===== src/rtl/program_sequencer.sv =====
// Fetch-side program counter and next-address select for the 8-bit teaching CPU.
// Define PROGRAM_SEQUENCER_CALL_STACK_EN to add the call/ret return-address stack.
module program_sequencer #(
    parameter int PC_WIDTH    = 8,
    parameter int STACK_DEPTH = 4
) (
    input  logic                clk,
    input  logic                sync_reset,
    input  logic                jmp,
    input  logic                jmp_nz,
    input  logic [3:0]          ir_nibble,
    input  logic                dont_jmp,
    input  logic                hold,
    input  logic                call,
    input  logic                ret,
    output logic [PC_WIDTH-1:0] pm_addr,
    output logic [PC_WIDTH-1:0] pc,
    output logic                stack_err,
    output logic [7:0]          from_PS
);

    logic [PC_WIDTH-1:0] pc_q;
    logic [PC_WIDTH-1:0] pc_d;
    logic [PC_WIDTH-1:0] pc_inc;
    logic [PC_WIDTH-1:0] target;
    logic                jump_take;

    assign pc_inc    = pc_q + PC_WIDTH'(1);
    assign target    = {ir_nibble, {(PC_WIDTH-4){1'b0}}};
    assign jump_take = jmp | (jmp_nz & ~dont_jmp);

`ifdef PROGRAM_SEQUENCER_CALL_STACK_EN
    localparam int IW = (STACK_DEPTH > 1) ? $clog2(STACK_DEPTH) : 1;

    // top_q is the next write slot; it wraps so a full push overwrites the oldest
    logic [PC_WIDTH-1:0] stack_q [STACK_DEPTH];
    logic [IW-1:0]       top_q;
    logic [IW-1:0]       top_d;
    logic [IW:0]         sp_q;
    logic [IW:0]         sp_d;
    logic                err_q;
    logic                err_d;
    logic                push;
    logic                full;
    logic                empty;

    assign full  = (sp_q == (IW+1)'(STACK_DEPTH));
    assign empty = (sp_q == '0);

    always_comb begin
        pc_d  = pc_inc;
        top_d = top_q;
        sp_d  = sp_q;
        err_d = err_q;
        push  = 1'b0;
        if (sync_reset) begin
            pc_d  = '0;
            top_d = '0;
            sp_d  = '0;
            err_d = 1'b0;
        end else if (hold) begin
            pc_d = pc_q;
        end else if (jump_take) begin
            pc_d = target;
        end else if (call) begin
            push  = 1'b1;
            pc_d  = target;
            top_d = top_q + IW'(1);
            if (full) begin
                err_d = 1'b1;
            end else begin
                sp_d = sp_q + (IW+1)'(1);
            end
        end else if (ret) begin
            if (empty) begin
                err_d = 1'b1;
            end else begin
                pc_d  = stack_q[top_q - IW'(1)];
                top_d = top_q - IW'(1);
                sp_d  = sp_q - (IW+1)'(1);
            end
        end
    end

    always_ff @(posedge clk) begin
        top_q <= top_d;
        sp_q  <= sp_d;
        err_q <= err_d;
        if (push) begin
            stack_q[top_q] <= pc_inc;
        end
    end

    assign stack_err = err_q;
`else
    logic unused_call_ret;

    assign unused_call_ret = call ^ ret;

    always_comb begin
        pc_d = pc_inc;
        if (sync_reset) begin
            pc_d = '0;
        end else if (hold) begin
            pc_d = pc_q;
        end else if (jump_take) begin
            pc_d = target;
        end
    end

    assign stack_err = 1'b0;
`endif

    always_ff @(posedge clk) begin
        pc_q <= pc_d;
    end

    assign pm_addr = pc_d;
    assign pc      = pc_q;
    assign from_PS = 8'(pc_q);

endmodule


===== config.mk =====
export PLATFORM = sky130hd
export DESIGN_NAME = program_sequencer
export DESIGN_NICKNAME = d
export VERILOG_FILES = /design/src/rtl/program_sequencer.sv
export SDC_FILE = /design/constraint.sdc
export NUM_CORES = 1
export LEC_CHECK = 0
export ABC_AREA = 1
export CORE_MARGIN = 2
export CORE_UTILIZATION = 38
export DETAILED_ROUTE_END_ITERATION = 16
export GPL_TIMING_DRIVEN = 0
export PLACE_DENSITY = 0.83
export SLEW_MARGIN = 20
export SYNTH_ARGS = -nofsm -noshare
export SYNTH_HDL_FRONTEND = slang
export SYNTH_SLANG_ARGS = --single-unit

===== constraint.sdc =====
create_clock -name clk -period 3.07 [get_ports clk]
set_clock_uncertainty 0.2 [all_clocks]
set_input_delay 0.307 -clock clk [delete_from_list [all_inputs] [get_ports clk]]
set_output_delay 0.307 -clock clk [all_outputs]
set_load 0.05 [all_outputs]

# Yosys cells after proc, flatten, opt, wreduce, memory -nomap -nowiden
# Cells that the tools add are included.
[op_classes]
n_bitwise = 3
muxes = 3
n_addsub = 1
[ops]
columns = ["cell", "count"]
rows = [
  ["8-bit 2-to-1 mux", 3],
  ["8-bit by 1-bit adder with 8-bit output (second input constant)", 1],
  ["1-bit AND", 1],
  ["1-bit NOT", 1],
  ["1-bit OR", 1],
]
[totals]
elab_cells = 8
register_bits = 8
inputBits = 12
output_inout_bits = 25

# Logic depth before layout (Yosys ltp)
# Gate-level depths: netlist (run 1).
[depth]
depth_word = 6
ltp_mapped = 7
depth_no_buf = 7

# Worst setup path before layout (run 1)
# Ideal clock, no wire load.
[synth_timing]
kind = "reg2out"
start = "register pc_q[1], in the netlist from_PS[1]"
end = "output port pm_addr[4]"
setup_slack_ns = 0.533
n_path_buf = 0
t_required_ns = 2.563
path_stages_with_launch = 8
arrival_time_ns = 2.030
path_cell_list = "dfxtp_1 > ha_1 > nand2_1 > nor3_1 > nor2_1 > nand2_1 > nand2_1 > nor2_1"
[synth_via]
elab_chain_cells = 4
[synth_rtl]
columns = ["item", "line", "rtl"]
rows = [
  ["from (decl)", "22", "logic [PC_WIDTH-1:0] pc_q;"],
  ["from (signal assigned)", "115", "pc_q <= pc_d;"],
  ["8-bit by 1-bit adder with 8-bit output", "28", "assign pc_inc = pc_q + PC_WIDTH'(1);"],
  ["8-bit 2-to-1 mux", "106", "end else if (jump_take) begin"],
  ["8-bit 2-to-1 mux", "104", "end else if (hold) begin"],
  ["8-bit 2-to-1 mux", "102", "if (sync_reset) begin"],
  ["to (decl)", "16", "output logic [PC_WIDTH-1:0] pm_addr,"],
]
# Every way passes these cells.

# Final worst setup path (run 1)
[layout_timing]
start = "input port dont_jmp"
end = "output port pm_addr[0]"
[layout_via]
elab_chain_cells = 6
[layout_rtl]
columns = ["item", "line", "rtl"]
rows = [
  ["from (decl)", "12", "input logic dont_jmp,"],
  ["1-bit NOT", "30", "assign jump_take = jmp | (jmp_nz & ~dont_jmp);"],
  ["1-bit AND", "30", ""],
  ["1-bit OR", "30", ""],
  ["8-bit 2-to-1 mux", "106", ""],
  ["8-bit 2-to-1 mux", "104", ""],
  ["8-bit 2-to-1 mux", "102", ""],
]
# Every way passes these cells.

==> results of run 1 <==
==> power groups by stage <==
stage               Combinational [µW]  Clock [µW]  Sequential (µW)
floorplan                         82.0           0              138
global placement                   148           0              119
detailed placement                 150           0              120
CTS                                150        83.0              117
global route                       157        87.0              118
finish                             149        79.1              117
==> synthesized netlist by cell type, drive strengths merged <==
master  count
conb        1
nor3        5
nand2      13
a21oi       6
o21bai      1
xor2        1
inv         9
buf        10
dfxtp       8
ha          1
o21ai       3
nand3       8
a21o        1
nor2       15
==> critical path: stages <==
cell,delay [ns]
clkdlybuf4s50_1,0.46
inv_1,0.07
a21oi_4,0.22
nor2_4,0.06
inv_2,0.07
nand2_2,0.09
nor3_2,0.14
clkdlybuf4s50_1,0.83
==> kinds of logic after synthesis <==
| kind of cell | after synthesis | share of synthesized area |
|---|---|---|
| adders and majority gates | 1 | 0.0214 |
| and+or+nand+nor | 41 | 0.363 |
| buffers and inverters | 19 | 0.192 |
| AOI/OAI and AO/OA | 11 | 0.128 |
| xor gates and xnor gates | 1 | 0.0150 |
| other | 1 | 0.00640 |
| DFF | 8 | 0.273 |
==> routing by layer <==
metal  GRT usage  share of wire  vias to the layer above
met3      0.0681          0.074                        4
met2       0.245           0.51                       24
met5           0              0                        -
met4      0.0364          0.011                        0
met1       0.181           0.41                      293
li1            -              -                      322
==> stage by stage <==
stage               cells  setup slack [ns]   util
global placement      130             0.332  0.629
CTS                   133             0.279  0.645
finish                133             0.300  0.645
detailed placement    130             0.289  0.629
floorplan              82             0.533      -
global route          133             0.186  0.645
==> worst max-delay path by stage <==
stage	from	end	slack, ns	cells past startpoint
floorplan	from_PS[1]$_DFF_P_	pm_addr[4]	0.53	7
global placement	dont_jmp	pm_addr[0]	0.33	8
detailed placement	dont_jmp	pm_addr[3]	0.29	8
CTS	dont_jmp	pm_addr[0]	0.28	8
global route	from_PS[0]$_DFF_P_	pm_addr[4]	0.19	8
finish	dont_jmp	pm_addr[0]	0.30	8
==> layout by cell type (no fill, tap or decap), drive strengths merged <==
cell and n:
inv 9, nand2 13, o21bai 1, xor2 1, nor2 15, clkdlybuf4s50 32, nand3 8, ha 1
dfxtp 8, a21o 1, buf 10, a21oi 6, clkbuf 3, o21ai 3, conb 1, nor3 5
==> cell type report <==
cell class	count	area, µm²	share of cell area
sequential	8	160	0.169
timing repair buffer	32	320	0.338
buffer	10	78.8	0.0831
inverter	9	33.8	0.0356
tap	16	20.0	0.0211
clock buffer	3	22.5	0.0237
multi-input combinational	55	313	0.330
==> results_dict.tcl, run 1 <==
set metrics [dict create \
    synth_fp_nets 95 \
    report.final.slew_viol_count 0 \
    status "complete, no violations" \
    grt_max_degree 10 \
    drt_iter0_markers 12 \
    fp-row-count 14 \
    clock_latency_ns 0.25 \
    rsz0062_at_grt "false" \
    min_path_type "input pin to register" \
    largest_register_ffs 8 \
    yosysUniqueCellTypes 23 \
    layout-drive-gt1-share 0.239 \
    final_area_um2 948 \
    power.switching_uw 136 \
    clk_path_buf_depth 2 \
    viasPerCell 4.83 \
    pin_count 37 \
    cp.required_ns 2.56 \
    finalWeightedCongestion 0.837 \
    avgSynthCellArea_um2 7.14 \
    syn-cell-area_um2 586 \
    fillCellCount 132 \
    tns_ns 0 \
    final_nets 132 \
    cts_tree "yes" \
    combPwrFrac 0.432 \
    synth_cells 82 \
    yosysWarningCount 0 \
    n_antenna_cell 0 \
    clkTransAtPathRegs_ns 0.05 \
    synth_top_area_share 0.274 \
    worst-path-max-fanout 5 \
    worst_pin_slew_ns 0.510 \
    yosysSeqAreaShare 0.274 \
    seqPwrFrac 0.339 \
    grt-ovfl-total 0 \
    synth_top_area_cell "dfxtp_1" \
    numCtsBuffers 3 \
    finalCritPeriodShare 0.902 \
    grt_pass1_wl_um 2140 \
    period_needed_ns 2.77 \
    peakVddDrop_v 0.000194 \
    grt_use_total 0.151 \
    hold_ws_ns 0.215 \
    reg2reg_depth 7 \
    drc_errors 0 \
    dp_hpwl_um 1080 \
    power.density_nw_per_um2 365 \
    rr_endpoint "from_PS[6]$_DFF_P_" \
    maxCapViolCount 0 \
    holdBufCountCts 0 \
    routed_wl_um 1310 \
    swShare 0.392 \
    start_util 0.398 \
    grt_pass1_vias 549 \
    pwr-share-clk 0.229 \
    synthTopCellsByArea "dfxtp_1 (27%), buf_4 (12%), nand2_1 (7.1%)" \
    min_from "hold" \
    dpl_cell_area_um2 926 \
    cp.arrival_ns 2.26 \
    wl_per_cell_um 9.83 \
    finalSetupViolations 0 \
    grt_antenna_before_repair 0 \
    worstSetupStartpointType "input pin" \
    finalPower_uw 346 \
    post_cts.repair.setup_buffers 0 \
    slew_headroom 0.659 \
    coreArea_um2 1470 \
    rrSetupSlack_ns 1.66 \
    total_leakage_power_uw 0.000379 \
    timing.fmax_ghz 0.361 \
    end_kind "output port" \
    worstHoldPathCells 3 \
    die_h_um 43.3 \
    hold_viol_final 0 \
    cts.root.buffer_cell "clkbuf_4" \
    area_delta_synth_final_pct 62.0 \
    drt-pass1-iter-count 4 \
    die_w_um 43.3 \
    crit_type "input pin to output port" \
    ant_nets 0 \
    clock-sinks 8 \
    vias 643 \
    hold_end "from_PS[0]$_DFF_P_" \
    htree_levels 1 \
    port-buffer-count 32 \
    synth_seq_cells 8 \
    rr_startpoint "from_PS[0]$_DFF_P_" \
    dieArea_um2 1870 \
    p_int_uw 210 \
    post_cts_resized 0 \
]
(Power assumes the default switching activity.)
==> inputs of run 2 (changes only) <==
CELL_PAD_IN_SITES_DETAIL_PLACEMENT = 2   (was default)
CELL_PAD_IN_SITES_GLOBAL_PLACEMENT = 2   (was default)
CORE_ASPECT_RATIO = 1.4   (was default)
CORE_UTILIZATION = 19   (was 38)
CTS_CLUSTER_DIAMETER = 50   (was default)
PLACE_DENSITY = default   (was 0.83)
PLACE_DENSITY_LB_ADDON = 0.1   (was default)
==> run 2 against run 1 <==
  * Design area is 4.7% higher
  * Power is 15% higher
  * Via count is 1.1% higher
  * Global-route usage is 2.6 points lower
  * Fmax is 0.31% lower
  * Combinational power hardly changed
  * Sequential share of layout area is 0.77 points lower
  * Non-clock buffer count stayed put
  * Critical path type unchanged
==> results_dict.tcl, run 2 (synthesis gave the netlist of run 1 again) <==
set metrics [dict create \
    status "complete, no violations" \
    cts.root.buffer_cell "clkbuf_8" \
    pin_count 37 \
    dp_hpwl_um 1560 \
    period_needed_ns 2.78 \
    htree_levels 1 \
    post_cts.repair.setup_buffers 0 \
    finalSetupViolations 0 \
    mostFrequentLayoutCells "clkdlybuf4s50_1 (32), nand2_1 (11), nor2_1 (10)" \
    rrSetupSlack_ns 1.61 \
    start_util 0.201 \
    drc_errors 0 \
    post_cts_resized 0 \
    rsz0062_at_grt "false" \
    worst-path-max-fanout 5 \
    report.final.slew_viol_count 0 \
    seqPwrFrac 0.297 \
    final_nets 132 \
    timing.fmax_ghz 0.360 \
    finalWeightedCongestion 0.718 \
    end_kind "output port" \
    ant_nets 0 \
    layout-drive-gt1-share 0.239 \
    drt_iter0_markers 4 \
    routed_wl_um 1900 \
    grt-ovfl-total 0 \
    fp-row-count 23 \
    grt_max_degree 10 \
    n_antenna_cell 0 \
    holdBufCountCts 0 \
    area_delta_synth_final_pct 69.7 \
    worstSetupStartpointType "input pin" \
    wl_per_cell_um 12.3 \
    worst_pin_slew_ns 0.505 \
    port-buffer-count 32 \
    die_w_um 50.9 \
    final_area_um2 993 \
    die_h_um 69.7 \
    finalCritPeriodShare 0.905 \
    swShare 0.369 \
    slew_headroom 0.662 \
    maxCapViolCount 0 \
    grt_use_total 0.125 \
    clkTransAtPathRegs_ns 0.04 \
    tns_ns 0 \
    cp.required_ns 2.56 \
    peakVddDrop_v 0.000160 \
    vias 650 \
    dpl_cell_area_um2 952 \
    grt_pass1_wl_um 3400 \
    numCtsBuffers 3 \
    coreArea_um2 2910 \
    crit_type "input pin to output port" \
    viasPerCell 4.22 \
    power.density_nw_per_um2 400 \
    grt_antenna_before_repair 0 \
    grt_pass1_vias 729 \
    dieArea_um2 3550 \
    pwr-share-clk 0.323 \
    clock-sinks 8 \
    p_int_uw 251 \
    total_leakage_power_uw 0.000387 \
    clock_latency_ns 0.23 \
    cts_tree "yes" \
    drt-pass1-iter-count 2 \
    final_common_cell "clkdlybuf4s50_1" \
    clk_path_buf_depth 2 \
    largest_register_ffs 8 \
    combPwrFrac 0.380 \
    power.switching_uw 147 \
    min_path_type "input pin to register" \
    hold_viol_final 0 \
    cp.arrival_ns 2.27 \
]
[run 2: critical path: stages]
cell and delay, ns:
clkdlybuf4s50_1 0.45, inv_1 0.07, a21oi_4 0.23, nor2_4 0.06, inv_2 0.08, nand2_2 0.10, nor3_2 0.15, clkdlybuf4s50_1 0.83
[run 2: final cells by class]
class	instances	area, µm²
Timing Repair Buffer	32	320
Tap cell	37	46.3
Inverter	9	33.8
Clock buffer	3	41.3
Multi-Input combinational cell	55	313
Fill cell	347	1910
Sequential cell	8	160
Buffer	10	78.8
[run 2: path summary, 6_finish.rpt]
| path | startpoint | endpoint | cells past startpoint |
|---|---|---|---|
| worst max-delay path | dont_jmp | pm_addr[1] | 8 |
| worst min-delay path | hold | from_PS[1]$_DFF_P_ | 3 |
| worst max register to register | from_PS[1]$_DFF_P_ | from_PS[4]$_DFF_P_ | 7 |
| worst min register to register | from_PS[0]$_DFF_P_ | from_PS[0]$_DFF_P_ | 2 |
[run 2: layer usage]
layer  vias to the layer above  GRT usage  wire length (µm)
met3                         2     0.0280                67
met4                         0     0.0541                18
met5                         -          0                 0
met2                        19      0.224              1040
li1                        323          -                 -
met1                       306      0.136               774
[run 2: stage by stage]
stage | hold slack, ns | total power [µW] | util | setup slack [ns] | cells
CTS | 0.254 | 407 | 0.342 | 0.260 | 154
floorplan | 0.453 | 220 | - | 0.533 | 82
global route | 0.288 | 425 | 0.342 | 0.107 | 154
finish | 0.249 | 398 | 0.342 | 0.291 | 154
global placement | 0.394 | 271 | 0.328 | 0.269 | 151
detailed placement | 0.417 | 273 | 0.328 | 0.270 | 151
[run 2: power groups by stage]
stage	registers [µW]	clock network, µW	logic, µW
after floorplan	138	0	82.0
after global placement	120	0	151
after detailed placement	120	0	153
after CTS	118	135	154
after global routing	120	144	161
final	118	128	151
==> inputs of run 3 (changes only) <==
CTS_CLUSTER_DIAMETER = 30   (was 50)
==> results of run 3 <==
Same layout as run 2: the final DEF is identical, and so are final timing and power.
